$ cat src/rtl/chip8_sprite_drawer_pkg.sv
// Shared constants and FSM state type for the CHIP-8 sprite drawer and its video port.
package chip8_sprite_drawer_pkg;

  localparam logic VIDEO_MEM_TYPE_RAM  = 1'b0;
  localparam logic VIDEO_MEM_TYPE_VRAM = 1'b1;
  localparam int unsigned VIDEO_MEM_TYPE_COUNT = 2;

  localparam int unsigned SCREEN_W       = 64;
  localparam int unsigned SCREEN_H       = 32;
  localparam int unsigned VRAM_ROW_BYTES = 8;

  typedef enum logic [3:0] {
    StIdle,
    StSprRq,
    StSprWt,
    StLRq,
    StLWt,
    StLWr,
    StRRq,
    StRWt,
    StRWr,
    StNext,
    StDone
  } spr_state_e;

endpackage

$ cat src/rtl/chip8_sprite_drawer_if.sv
// Video port between the sprite drawer (master) and the chip8 memory (slave).
interface chip8_sprite_drawer_if;
  logic [15:0] video_addr_out;
  logic        video_we_out;
  logic        video_valid_out;
  logic [15:0] video_data_out;
  logic        video_type_out;
  logic        video_ready_in;
  logic        video_valid_in;
  logic [15:0] data_in;

  modport master (
    output video_addr_out, video_we_out, video_valid_out, video_data_out, video_type_out,
    input  video_ready_in, video_valid_in, data_in
  );

  modport slave (
    input  video_addr_out, video_we_out, video_valid_out, video_data_out, video_type_out,
    output video_ready_in, video_valid_in, data_in
  );
endinterface

$ cat src/rtl/chip8_sprite_drawer.sv
// CHIP-8 DXYN engine: fetches sprite rows from RAM and XORs them into the 64x32 VRAM,
// one memory request in flight at a time.
module chip8_sprite_drawer
  import chip8_sprite_drawer_pkg::*;
#(
  parameter bit CLIP = 1'b1
) (
  input  logic        clk_in,
  input  logic        rst_in,
  input  logic        start_in,
  input  logic [7:0]  x_in,
  input  logic [7:0]  y_in,
  input  logic [3:0]  n_in,
  input  logic [11:0] i_addr_in,
  output logic        busy_out,
  output logic        done_out,
  output logic        collision_out,
  chip8_sprite_drawer_if.master vid
);

  spr_state_e  state_q, state_d;
  logic [5:0]  x_q, x_d;
  logic [4:0]  y_q, y_d;
  logic [3:0]  n_q, n_d;
  logic [11:0] i_q, i_d;
  logic [3:0]  r_q, r_d;
  logic [7:0]  spr_q, spr_d;
  logic [7:0]  old_q, old_d;
  logic        coll_q, coll_d;

  logic [5:0]  y_sum;
  logic [4:0]  ya;
  logic [2:0]  xb, xo;
  logic [15:0] shifted;
  logic [7:0]  l_byte, r_byte;
  logic [7:0]  left_addr, right_addr;
  logic [11:0] spr_addr;
  logic [3:0]  r_inc;
  logic        has_right, next_clip;

  always_comb begin
    y_sum      = {1'b0, y_q} + {2'b00, r_q};
    ya         = y_sum[4:0];
    xb         = x_q[5:3];
    xo         = x_q[2:0];
    shifted    = {spr_q, 8'h00} >> xo;
    l_byte     = shifted[15:8];
    r_byte     = shifted[7:0];
    left_addr  = {ya, xb};
    // 3-bit column wrap lands on byte 0 of the same row when unclipped.
    right_addr = {ya, xb + 3'd1};
    spr_addr   = i_q + {8'h00, r_q};
    r_inc      = r_q + 4'd1;
    has_right  = (xo != 3'd0) && !(CLIP && (xb == 3'd7));
    next_clip  = CLIP && (({1'b0, y_q} + {2'b00, r_inc}) >= 6'(SCREEN_H));
  end

  always_comb begin
    state_d = state_q;
    x_d     = x_q;
    y_d     = y_q;
    n_d     = n_q;
    i_d     = i_q;
    r_d     = r_q;
    spr_d   = spr_q;
    old_d   = old_q;
    coll_d  = coll_q;

    vid.video_valid_out = 1'b0;
    vid.video_we_out    = 1'b0;
    vid.video_addr_out  = 16'h0000;
    vid.video_data_out  = 16'h0000;
    vid.video_type_out  = VIDEO_MEM_TYPE_RAM;

    unique case (state_q)
      StIdle: begin
        if (start_in) begin
          x_d     = x_in[5:0];
          y_d     = y_in[4:0];
          n_d     = n_in;
          i_d     = i_addr_in;
          r_d     = 4'd0;
          coll_d  = 1'b0;
          state_d = (n_in == 4'd0) ? StDone : StSprRq;
        end
      end
      StSprRq: begin
        vid.video_valid_out = 1'b1;
        vid.video_addr_out  = {4'h0, spr_addr};
        if (vid.video_ready_in) state_d = StSprWt;
      end
      StSprWt: begin
        if (vid.video_valid_in) begin
          spr_d   = vid.data_in[7:0];
          state_d = StLRq;
        end
      end
      StLRq: begin
        vid.video_valid_out = 1'b1;
        vid.video_type_out  = VIDEO_MEM_TYPE_VRAM;
        vid.video_addr_out  = {8'h00, left_addr};
        if (vid.video_ready_in) state_d = StLWt;
      end
      StLWt: begin
        if (vid.video_valid_in) begin
          old_d   = vid.data_in[7:0];
          state_d = StLWr;
        end
      end
      StLWr: begin
        vid.video_valid_out = 1'b1;
        vid.video_we_out    = 1'b1;
        vid.video_type_out  = VIDEO_MEM_TYPE_VRAM;
        vid.video_addr_out  = {8'h00, left_addr};
        vid.video_data_out  = {8'h00, old_q ^ l_byte};
        if (vid.video_ready_in) begin
          coll_d  = coll_q | (|(old_q & l_byte));
          state_d = has_right ? StRRq : StNext;
        end
      end
      StRRq: begin
        vid.video_valid_out = 1'b1;
        vid.video_type_out  = VIDEO_MEM_TYPE_VRAM;
        vid.video_addr_out  = {8'h00, right_addr};
        if (vid.video_ready_in) state_d = StRWt;
      end
      StRWt: begin
        if (vid.video_valid_in) begin
          old_d   = vid.data_in[7:0];
          state_d = StRWr;
        end
      end
      StRWr: begin
        vid.video_valid_out = 1'b1;
        vid.video_we_out    = 1'b1;
        vid.video_type_out  = VIDEO_MEM_TYPE_VRAM;
        vid.video_addr_out  = {8'h00, right_addr};
        vid.video_data_out  = {8'h00, old_q ^ r_byte};
        if (vid.video_ready_in) begin
          coll_d  = coll_q | (|(old_q & r_byte));
          state_d = StNext;
        end
      end
      StNext: begin
        r_d     = r_inc;
        state_d = ((r_inc == n_q) || next_clip) ? StDone : StSprRq;
      end
      StDone:  state_d = StIdle;
      default: state_d = StIdle;
    endcase
  end

  always_ff @(posedge clk_in) begin
    if (rst_in) begin
      state_q <= StIdle;
      x_q     <= '0;
      y_q     <= '0;
      n_q     <= '0;
      i_q     <= '0;
      r_q     <= '0;
      spr_q   <= '0;
      old_q   <= '0;
      coll_q  <= 1'b0;
    end else begin
      state_q <= state_d;
      x_q     <= x_d;
      y_q     <= y_d;
      n_q     <= n_d;
      i_q     <= i_d;
      r_q     <= r_d;
      spr_q   <= spr_d;
      old_q   <= old_d;
      coll_q  <= coll_d;
    end
  end

  assign busy_out      = (state_q != StIdle) && (state_q != StDone);
  assign done_out      = (state_q == StDone);
  assign collision_out = coll_q;

endmodule

$ cat src/flat_wrapper.sv
// flat-port wrapper written by rule: the top's interface ports become plain ports
module chip8_sprite_drawer_flat import chip8_sprite_drawer_pkg::*;
#(
  parameter bit CLIP = 1'b1
)
  (clk_in, rst_in, start_in, x_in, y_in, n_in, i_addr_in, busy_out, done_out, collision_out, vid_video_addr_out, vid_video_we_out, vid_video_valid_out, vid_video_data_out, vid_video_type_out, vid_video_ready_in, vid_video_valid_in, vid_data_in);
  chip8_sprite_drawer_if vid_i ();
  input  logic clk_in;
  input  logic rst_in;
  input  logic start_in;
  input  logic [7:0] x_in;
  input  logic [7:0] y_in;
  input  logic [3:0] n_in;
  input  logic [11:0] i_addr_in;
  output logic busy_out;
  output logic done_out;
  output logic collision_out;
  output wire logic [$bits(vid_i.video_addr_out)-1:0] vid_video_addr_out;
  output wire logic [$bits(vid_i.video_we_out)-1:0] vid_video_we_out;
  output wire logic [$bits(vid_i.video_valid_out)-1:0] vid_video_valid_out;
  output wire logic [$bits(vid_i.video_data_out)-1:0] vid_video_data_out;
  output wire logic [$bits(vid_i.video_type_out)-1:0] vid_video_type_out;
  input wire logic [$bits(vid_i.video_ready_in)-1:0] vid_video_ready_in;
  input wire logic [$bits(vid_i.video_valid_in)-1:0] vid_video_valid_in;
  input wire logic [$bits(vid_i.data_in)-1:0] vid_data_in;
  assign vid_video_addr_out = vid_i.video_addr_out;
  assign vid_video_we_out = vid_i.video_we_out;
  assign vid_video_valid_out = vid_i.video_valid_out;
  assign vid_video_data_out = vid_i.video_data_out;
  assign vid_video_type_out = vid_i.video_type_out;
  assign vid_i.video_ready_in = vid_video_ready_in;
  assign vid_i.video_valid_in = vid_video_valid_in;
  assign vid_i.data_in = vid_data_in;
  chip8_sprite_drawer #(.CLIP(CLIP)) u_core (.clk_in(clk_in), .rst_in(rst_in), .start_in(start_in), .x_in(x_in), .y_in(y_in), .n_in(n_in), .i_addr_in(i_addr_in), .busy_out(busy_out), .done_out(done_out), .collision_out(collision_out), .vid(vid_i));
endmodule
$ cat config.mk
export PLATFORM = sky130hd
export DESIGN_NAME = chip8_sprite_drawer_flat
export DESIGN_NICKNAME = d
export VERILOG_FILES = /design/src/rtl/chip8_sprite_drawer_pkg.sv /design/src/rtl/chip8_sprite_drawer_if.sv /design/src/rtl/chip8_sprite_drawer.sv /design/src/flat_wrapper.sv
export SDC_FILE = /design/constraint.sdc
export NUM_CORES = 1
export LEC_CHECK = 0
export BUFFER_PORTS_ARGS = -buffer_cell sky130_fd_sc_hd__buf_4
export CAP_MARGIN = 20
export CORE_ASPECT_RATIO = 1.4
export CORE_UTILIZATION = 55
export DETAILED_ROUTE_END_ITERATION = 10
export MAX_ROUTING_LAYER = met4
export PLACE_DENSITY = 0.88
export SLEW_MARGIN = 20
export SYNTH_ARGS = -nofsm -noshare
export SYNTH_HDL_FRONTEND = slang
export SYNTH_SLANG_ARGS = --single-unit
$ cat constraint.sdc
create_clock -name clk_in -period 2.9 [get_ports clk_in]
set_input_delay 0.58 -clock clk_in [delete_from_list [all_inputs] [get_ports clk_in]]
set_output_delay 0.58 -clock clk_in [all_outputs]
set_load 0.005 [all_outputs]
======== After elaboration in Yosys (flattened, before gate mapping) ========
Index checks and enable logic that the tools add are counted.
word-level totals
  register bits after elaboration ......... 52
  bits in latches ......................... 0
  bits in writable memories ............... 0
  bits in read-only memories .............. 0
  bits of input ports ..................... 53
  output and inout port bits .............. 38
  word-level logic and storage cells ...... 92
  memories kept ........................... 0
cells by class
  add/subtract/negate cells ............... 5
  multipliers ............................. 0
  div/mod/pow operators ................... 0
  magnitude comparators ................... 1
  equal/unequal tests ..................... 22
  shifts and indexed selects .............. 1
  mux-type cells .......................... 24
  bitwise operators ....................... 6
  reductions and logical operators ........ 24
operators with widths
  cell                  count
  $mux W4               13
  $pmux W4 S10          1
  $pmux W12 S3          1
  $ne A2 B2 Y1 const B  9
  $and A8 B8 Y8         2
  $eq A4 B3 Y1 const B  4
  $pmux W8 S2           1
  $reduce_or A8 Y1      2
  $shr A16 B3 Y16       1
  $xor A8 B8 Y8         2
  $add A12 B4 Y12       1
  $eq A4 B4 Y1 const B  3
  $reduce_and A9 Y1     1
  $eq A4 B2 Y1 const B  2
  $logic_not A4 Y1      2
  $pmux W4 S2           1
  $reduce_and A2 Y1     4
  $reduce_or A2 Y1      4
  $add A5 B4 Y6         1
  $ge A6 B6 Y1 const B  1
  $mux W1               6
  $reduce_bool A3 Y1    2
  $add A5 B4 Y5         1
  $reduce_or A5 Y1      1
  other kinds (15)      17

======== Logic depth before layout (Yosys ltp) ========
  depth in word-level cells ............... 6
  mapped depth ............................ 9
  depth with buffers taken out ............ 9

======== Least setup slack after synthesis ========
Ideal clock, no wire load.
  kind .................................... reg-to-output
  from .................................... reg u_core.r_q[0]
  to ...................................... out vid_video_addr_out[6]
  arrival ................................. 1.721 ns
  required time ........................... 2.320 ns
  setup slack ............................. 0.599 ns
  cell stages (with the launch flop) ...... 9
  buffers on the path ..................... 0
  cell sequence ........................... dfxtp_1 > ha_1 > fa_1 > a21o_1 > a21oi_1 > nor2_1 > nand2_1 > xor2_1 > o22ai_1
on the way
  cells in the longest elaborated chain, start to end .. 2
  elaborated cells between the ends (all ways) .. 3
  those cells by class .................... 2 x add/sub; 1 x mux
RTL lines
  element                                           line                                                  text
  from (decl)                                       chip8_sprite_drawer.sv:26                             logic [3:0] r_q, r_d;
  from (signal assigned)                            chip8_sprite_drawer.sv:170                            r_q <= r_d;
  $add A12 B4 Y12 or $add A5 B4 Y5 (tied branches)  chip8_sprite_drawer.sv:52, chip8_sprite_drawer.sv:42
  $pmux W12 S3 *                                    chip8_sprite_drawer.sv:75                             unique case (state_q)
  to (decl)                                         flat_wrapper.sv:18                                    output wire logic [$bits(vid_i.video_addr_out)-1:0] vid_video_addr_out;
Every way passes the cells marked *; elsewhere a longest branch is shown, timed or not.

======== Worst setup path in the final report ========
Ends and elaborated chain as after synthesis.

==> flow_summary.html <==
<table>
<tr><th>Metric</th><th>Value</th></tr>
<tr><th colspan="2">Timing</th></tr>
<tr><td>Setup TNS after final layout</td><td>0 ps</td></tr>
<tr><td>Final period demand of the worst path</td><td>2761 ps</td></tr>
<tr><td>Final Slew Violations</td><td>0</td></tr>
<tr><td>Count of endpoints failing hold in the final timing report</td><td>0</td></tr>
<tr><td>Slew at the pin closest to its max-slew limit</td><td>633.2 ps</td></tr>
<tr><td>Worst setup margin</td><td>139.1 ps</td></tr>
<tr><td>Largest clock skew in the final design</td><td>12.43 ps</td></tr>
<tr><td>Max transition margin</td><td>57.67%</td></tr>
<tr><td>Tcrit/Tclk final</td><td>95.21%</td></tr>
<tr><td>FMAX</td><td>362.2 MHz</td></tr>
<tr><td>RSZ-0062 raised after global routing</td><td>no</td></tr>
<tr><td>Total setup violations reported at the end of the flow</td><td>0</td></tr>
<tr><th colspan="2">Setup path</th></tr>
<tr><td>Kind of critical path</td><td>flip-flop to output pin</td></tr>
<tr><td>Register-to-register path setup slack</td><td>330 ps</td></tr>
<tr><td>Crit. End Element</td><td>output pin</td></tr>
<tr><td>Type of element launching the critical path</td><td>flip-flop</td></tr>
<tr><td>Highest net fanout along the worst path</td><td>3</td></tr>
<tr><td>Required time worst endpoint</td><td>2320 ps</td></tr>
<tr><td>Worst path arrival time</td><td>2180 ps</td></tr>
<tr><th colspan="2">Clocking</th></tr>
<tr><td>TritonCTS Sinks</td><td>52</td></tr>
<tr><td>TritonCTS clock tree</td><td>built</td></tr>
<tr><td>Register clock-pin slew on the reported worst setup and hold paths</td><td>100 ps</td></tr>
<tr><td>Cell chosen for the clock root</td><td>sky130_fd_sc_hd__clkbuf_8</td></tr>
<tr><td>Worst-skew pair later-pin latency</td><td>310 ps</td></tr>
<tr><td>Cts-stage hold buffer count</td><td>0</td></tr>
<tr><td>Number of clock buffers inserted by TritonCTS</td><td>5</td></tr>
<tr><td>Number of post-CTS setup repair buffers</td><td>0</td></tr>
<tr><td>Buffers from clock root to sink, at most</td><td>2</td></tr>
<tr><td>H-tree levels</td><td>2</td></tr>
<tr><th colspan="2">Synth</th></tr>
<tr><td>Count of warnings emitted by yosys</td><td>0</td></tr>
<tr><td>Syn_area_per_cell</td><td>7.712 sq um</td></tr>
<tr><td>Main flop type after synthesis</td><td>sky130_fd_sc_hd__dfxtp_1</td></tr>
<tr><td>Sequential-to-total area share from yosys stat</td><td>27.32%</td></tr>
<tr><td>Cell area after synthesis</td><td>0.003810 sq mm</td></tr>
<tr><td>Number of unique standard cell types used by synthesis</td><td>60</td></tr>
<tr><td>Cells after Synth</td><td>494</td></tr>
<tr><td>Number of enable-type register cells in the synthesized netlist</td><td>0</td></tr>
<tr><td>Flip-flop and latch count after synthesis</td><td>52</td></tr>
<tr><td>Share of flip-flops with an asynchronous set or reset</td><td>0%</td></tr>
<tr><th colspan="2">Pwr</th></tr>
<tr><td>Switch Pwr</td><td>1.030 mW</td></tr>
<tr><td>Leakage power figure</td><td>1.856 nW</td></tr>
<tr><td>Share of power burned in the clock network</td><td>18.0%</td></tr>
<tr><td>Relative contribution of combinational cells to total power</td><td>45.7%</td></tr>
<tr><td>Power, Total</td><td>2.512 mW</td></tr>
<tr><td>Largest voltage drop on the vdd net</td><td>0.3519 mV</td></tr>
<tr><td>Switching Share</td><td>41.01%</td></tr>
<tr><td>Int Pwr</td><td>1.482 mW</td></tr>
<tr><td>Part of the total power dissipated in sequential elements</td><td>36.3%</td></tr>
<tr><td>Cell Pwr Density</td><td>566.5 mW/mm^2</td></tr>
<tr><th colspan="2">Finish</th></tr>
<tr><td>Share of layout cells above drive strength 1</td><td>18.94%</td></tr>
<tr><td>Final cell utilization of the core</td><td>66.62%</td></tr>
<tr><td>Post-Layout Cell Count</td><td>641</td></tr>
<tr><td>Number of antenna cells inserted</td><td>0</td></tr>
<tr><td>Net count reported at finish</td><td>619</td></tr>
<tr><td>Layout overhead on the synthesized area</td><td>16.39%</td></tr>
<tr><th colspan="2">Global routing</th></tr>
<tr><td>Total routing resource utilization after global routing</td><td>28.34%</td></tr>
<tr><td>Pin count of the biggest net entering global routing</td><td>54</td></tr>
<tr><td>Vias in the first global route</td><td>3522</td></tr>
<tr><td>Global-route wire length before repair</td><td>16.03 mm</td></tr>
<tr><td>Initial antenna violation count</td><td>0</td></tr>
<tr><td>Remaining Overflow, GRT</td><td>0</td></tr>
<tr><th colspan="2">Placement</th></tr>
<tr><td>Count of input and output buffers</td><td>65</td></tr>
<tr><td>Number of instances in the placed design</td><td>633</td></tr>
<tr><td>Post-detail-place hpwl</td><td>7.101 mm</td></tr>
<tr><td>Pre-CTS WS</td><td>276.5 ps</td></tr>
<tr><td>Routability congestion estimate</td><td>0.8872</td></tr>
<tr><th colspan="2">Route</th></tr>
<tr><td>Via count normalized by instance count</td><td>5.685</td></tr>
<tr><td>Average wire length per cell after detail routing</td><td>14.88 um</td></tr>
<tr><td>Number of optimization iterations in the first detailed-route pass</td><td>5</td></tr>
<tr><td>Number of vias in the routed layout</td><td>3644</td></tr>
<tr><td>Number of design rule violations left after detail routing</td><td>0</td></tr>
<tr><td>Post-detailed-route count of antenna-violating nets</td><td>0</td></tr>
<tr><td>Number of DRC violations after detailed-routing iteration 0</td><td>249</td></tr>
<tr><td>Final Routed Wirelength</td><td>9.536 mm</td></tr>
<tr><th colspan="2">Job</th></tr>
<tr><td>Count of maximum capacitance violations</td><td>0</td></tr>
<tr><th colspan="2">Floorplan</th></tr>
<tr><td>Height of the die</td><td>100.5 um</td></tr>
<tr><td>Chip width</td><td>72.34 um</td></tr>
<tr><td>Area enclosed by the die boundary</td><td>0.007268 sq mm</td></tr>
<tr><td>Initial Util</td><td>57.24%</td></tr>
<tr><td>Core Box Area</td><td>0.006656 sq mm</td></tr>
<tr><td>Boundary Pins</td><td>91</td></tr>
<tr><td>Row cnt</td><td>35</td></tr>
<tr><th colspan="2">Worst hold path</th></tr>
<tr><td>Hold WC Path Type</td><td>flip-flop to flip-flop</td></tr>
<tr><th colspan="2">Status</th></tr>
<tr><td>Status</td><td>finished, final reports clean</td></tr>
</table>
## cells in the final DEF (no fill, tap or decap), types with 7 or more instances in the layout
| master | instances |
|---|---|
| sky130_fd_sc_hd__o22ai_1 | 8 |
| sky130_fd_sc_hd__nor2_1 | 46 |
| sky130_fd_sc_hd__nand3_1 | 13 |
| sky130_fd_sc_hd__buf_4 | 78 |
| sky130_fd_sc_hd__dfxtp_1 | 51 |
| sky130_fd_sc_hd__xor2_1 | 8 |
| sky130_fd_sc_hd__mux2i_1 | 35 |
| sky130_fd_sc_hd__a21o_1 | 7 |
| sky130_fd_sc_hd__a21oi_1 | 51 |
| sky130_fd_sc_hd__nand2_1 | 86 |
| sky130_fd_sc_hd__xnor2_1 | 19 |
| sky130_fd_sc_hd__conb_1 | 12 |
| sky130_fd_sc_hd__ha_1 | 16 |
| sky130_fd_sc_hd__o21ai_1 | 12 |
## per-stage QoR
step	area (sq um)	hold slack [ps]
floorplan	3851	436.3
global placement	4324	445.2
detailed placement	4324	455.8
CTS	4428	472.9
global route	4434	492.1
finish	4434	468.2
## sequential cells by signal, indices dropped and copies added, names as in the netlist, 4 cells and up
register / flops
u_core.n_q: 4
u_core.r_q: 4
u_core.state_q: 4
u_core.old_q: 8
u_core.i_q: 12
u_core.x_q: 6
u_core.y_q: 5
u_core.spr_q: 8
## cells in the mapped netlist (8+ instances only)
| cell | count | area (sq um) |
|---|---|---|
| sky130_fd_sc_hd__ha_1 | 16 | 200.2 |
| sky130_fd_sc_hd__buf_4 | 13 | 97.59 |
| sky130_fd_sc_hd__buf_2 | 11 | 55.05 |
| sky130_fd_sc_hd__nand3_1 | 13 | 65.06 |
| sky130_fd_sc_hd__nand2_1 | 86 | 322.8 |
| sky130_fd_sc_hd__o22ai_1 | 8 | 50.05 |
| sky130_fd_sc_hd__mux2i_1 | 35 | 350.3 |
| sky130_fd_sc_hd__clkbuf_1 | 13 | 48.80 |
| sky130_fd_sc_hd__nor2_1 | 46 | 172.7 |
| sky130_fd_sc_hd__xor2_1 | 8 | 70.07 |
| sky130_fd_sc_hd__dfxtp_1 | 52 | 1041 |
| sky130_fd_sc_hd__a21oi_1 | 53 | 265.3 |
| sky130_fd_sc_hd__o21ai_1 | 12 | 60.06 |
| sky130_fd_sc_hd__xnor2_1 | 19 | 166.4 |
## power by group through the flow
stage | Clock [mW] | Combinational (mW) | Sequential [mW]
final | 0.453 | 1.15 | 0.912
after global routing | 0.484 | 1.27 | 0.925
after CTS | 0.453 | 1.14 | 0.910
after detailed placement | 0 | 1.14 | 0.926
after global placement | 0 | 1.10 | 0.920
after floorplan | 0 | 0.852 | 0.890
## layout make-up
type / instances / area (sq um)
Inverter: 8 / 30.03
Fill cell: 602 / 2222
Timing Repair Buffer: 78 / 585.6
Sequential cell: 52 / 1042
Multi-Input combinational cell: 403 / 2565
Clock buffer: 6 / 82.58
Clock inverter: 2 / 13.76
Tap cell: 92 / 115.1
## critical path, stage by stage, from the launching register on
cell	delay, ps
sky130_fd_sc_hd__dfxtp_1	330
sky130_fd_sc_hd__ha_1	220
sky130_fd_sc_hd__fa_2	350
sky130_fd_sc_hd__a21o_1	190
sky130_fd_sc_hd__a21oi_2	180
sky130_fd_sc_hd__nor2_1	100
sky130_fd_sc_hd__nand2_1	100
sky130_fd_sc_hd__xor2_1	150
sky130_fd_sc_hd__o22ai_1	100
sky130_fd_sc_hd__buf_4	160
## kinds of logic after synthesis
kind of cell / share of synthesized area (%)
AO/OA/AOI/OAI: 17.93
XOR/XNOR: 6.831
adder cells (fa/ha/maj): 6.305
buffers and inverters: 6.765
flip-flops: 27.32
multiplexers: 11.56
other: 0.09843
AND/OR/NAND/NOR: 23.19
## per-layer routing
metal / global-route usage (%) / part of all wire, % / up-vias
met4: 10.26 / 2.2 / 0
met2: 50.32 / 52 / 121
met5: - / 0 / -
met3: 3.100 / 4.7 / 20
met1: 32.46 / 41 / 1703
li1: - / - / 1800
## path summary, 6_finish.rpt
path                 start                    end  cells past startpoint
max          u_core.r_q[0]  vid_video_addr_out[6]                      9
min          u_core.i_q[4]          u_core.i_q[4]                      2
max reg2reg  u_core.r_q[1]      u_core.state_q[1]                     10
min reg2reg  u_core.i_q[4]          u_core.i_q[4]                      2
## timing repair
action,4_1_cts,5_1_grt
pin swaps,0,0
gates resized for setup,2,3
setup endpoints to repair,3,5
Power figures use the tool's default switching activity.
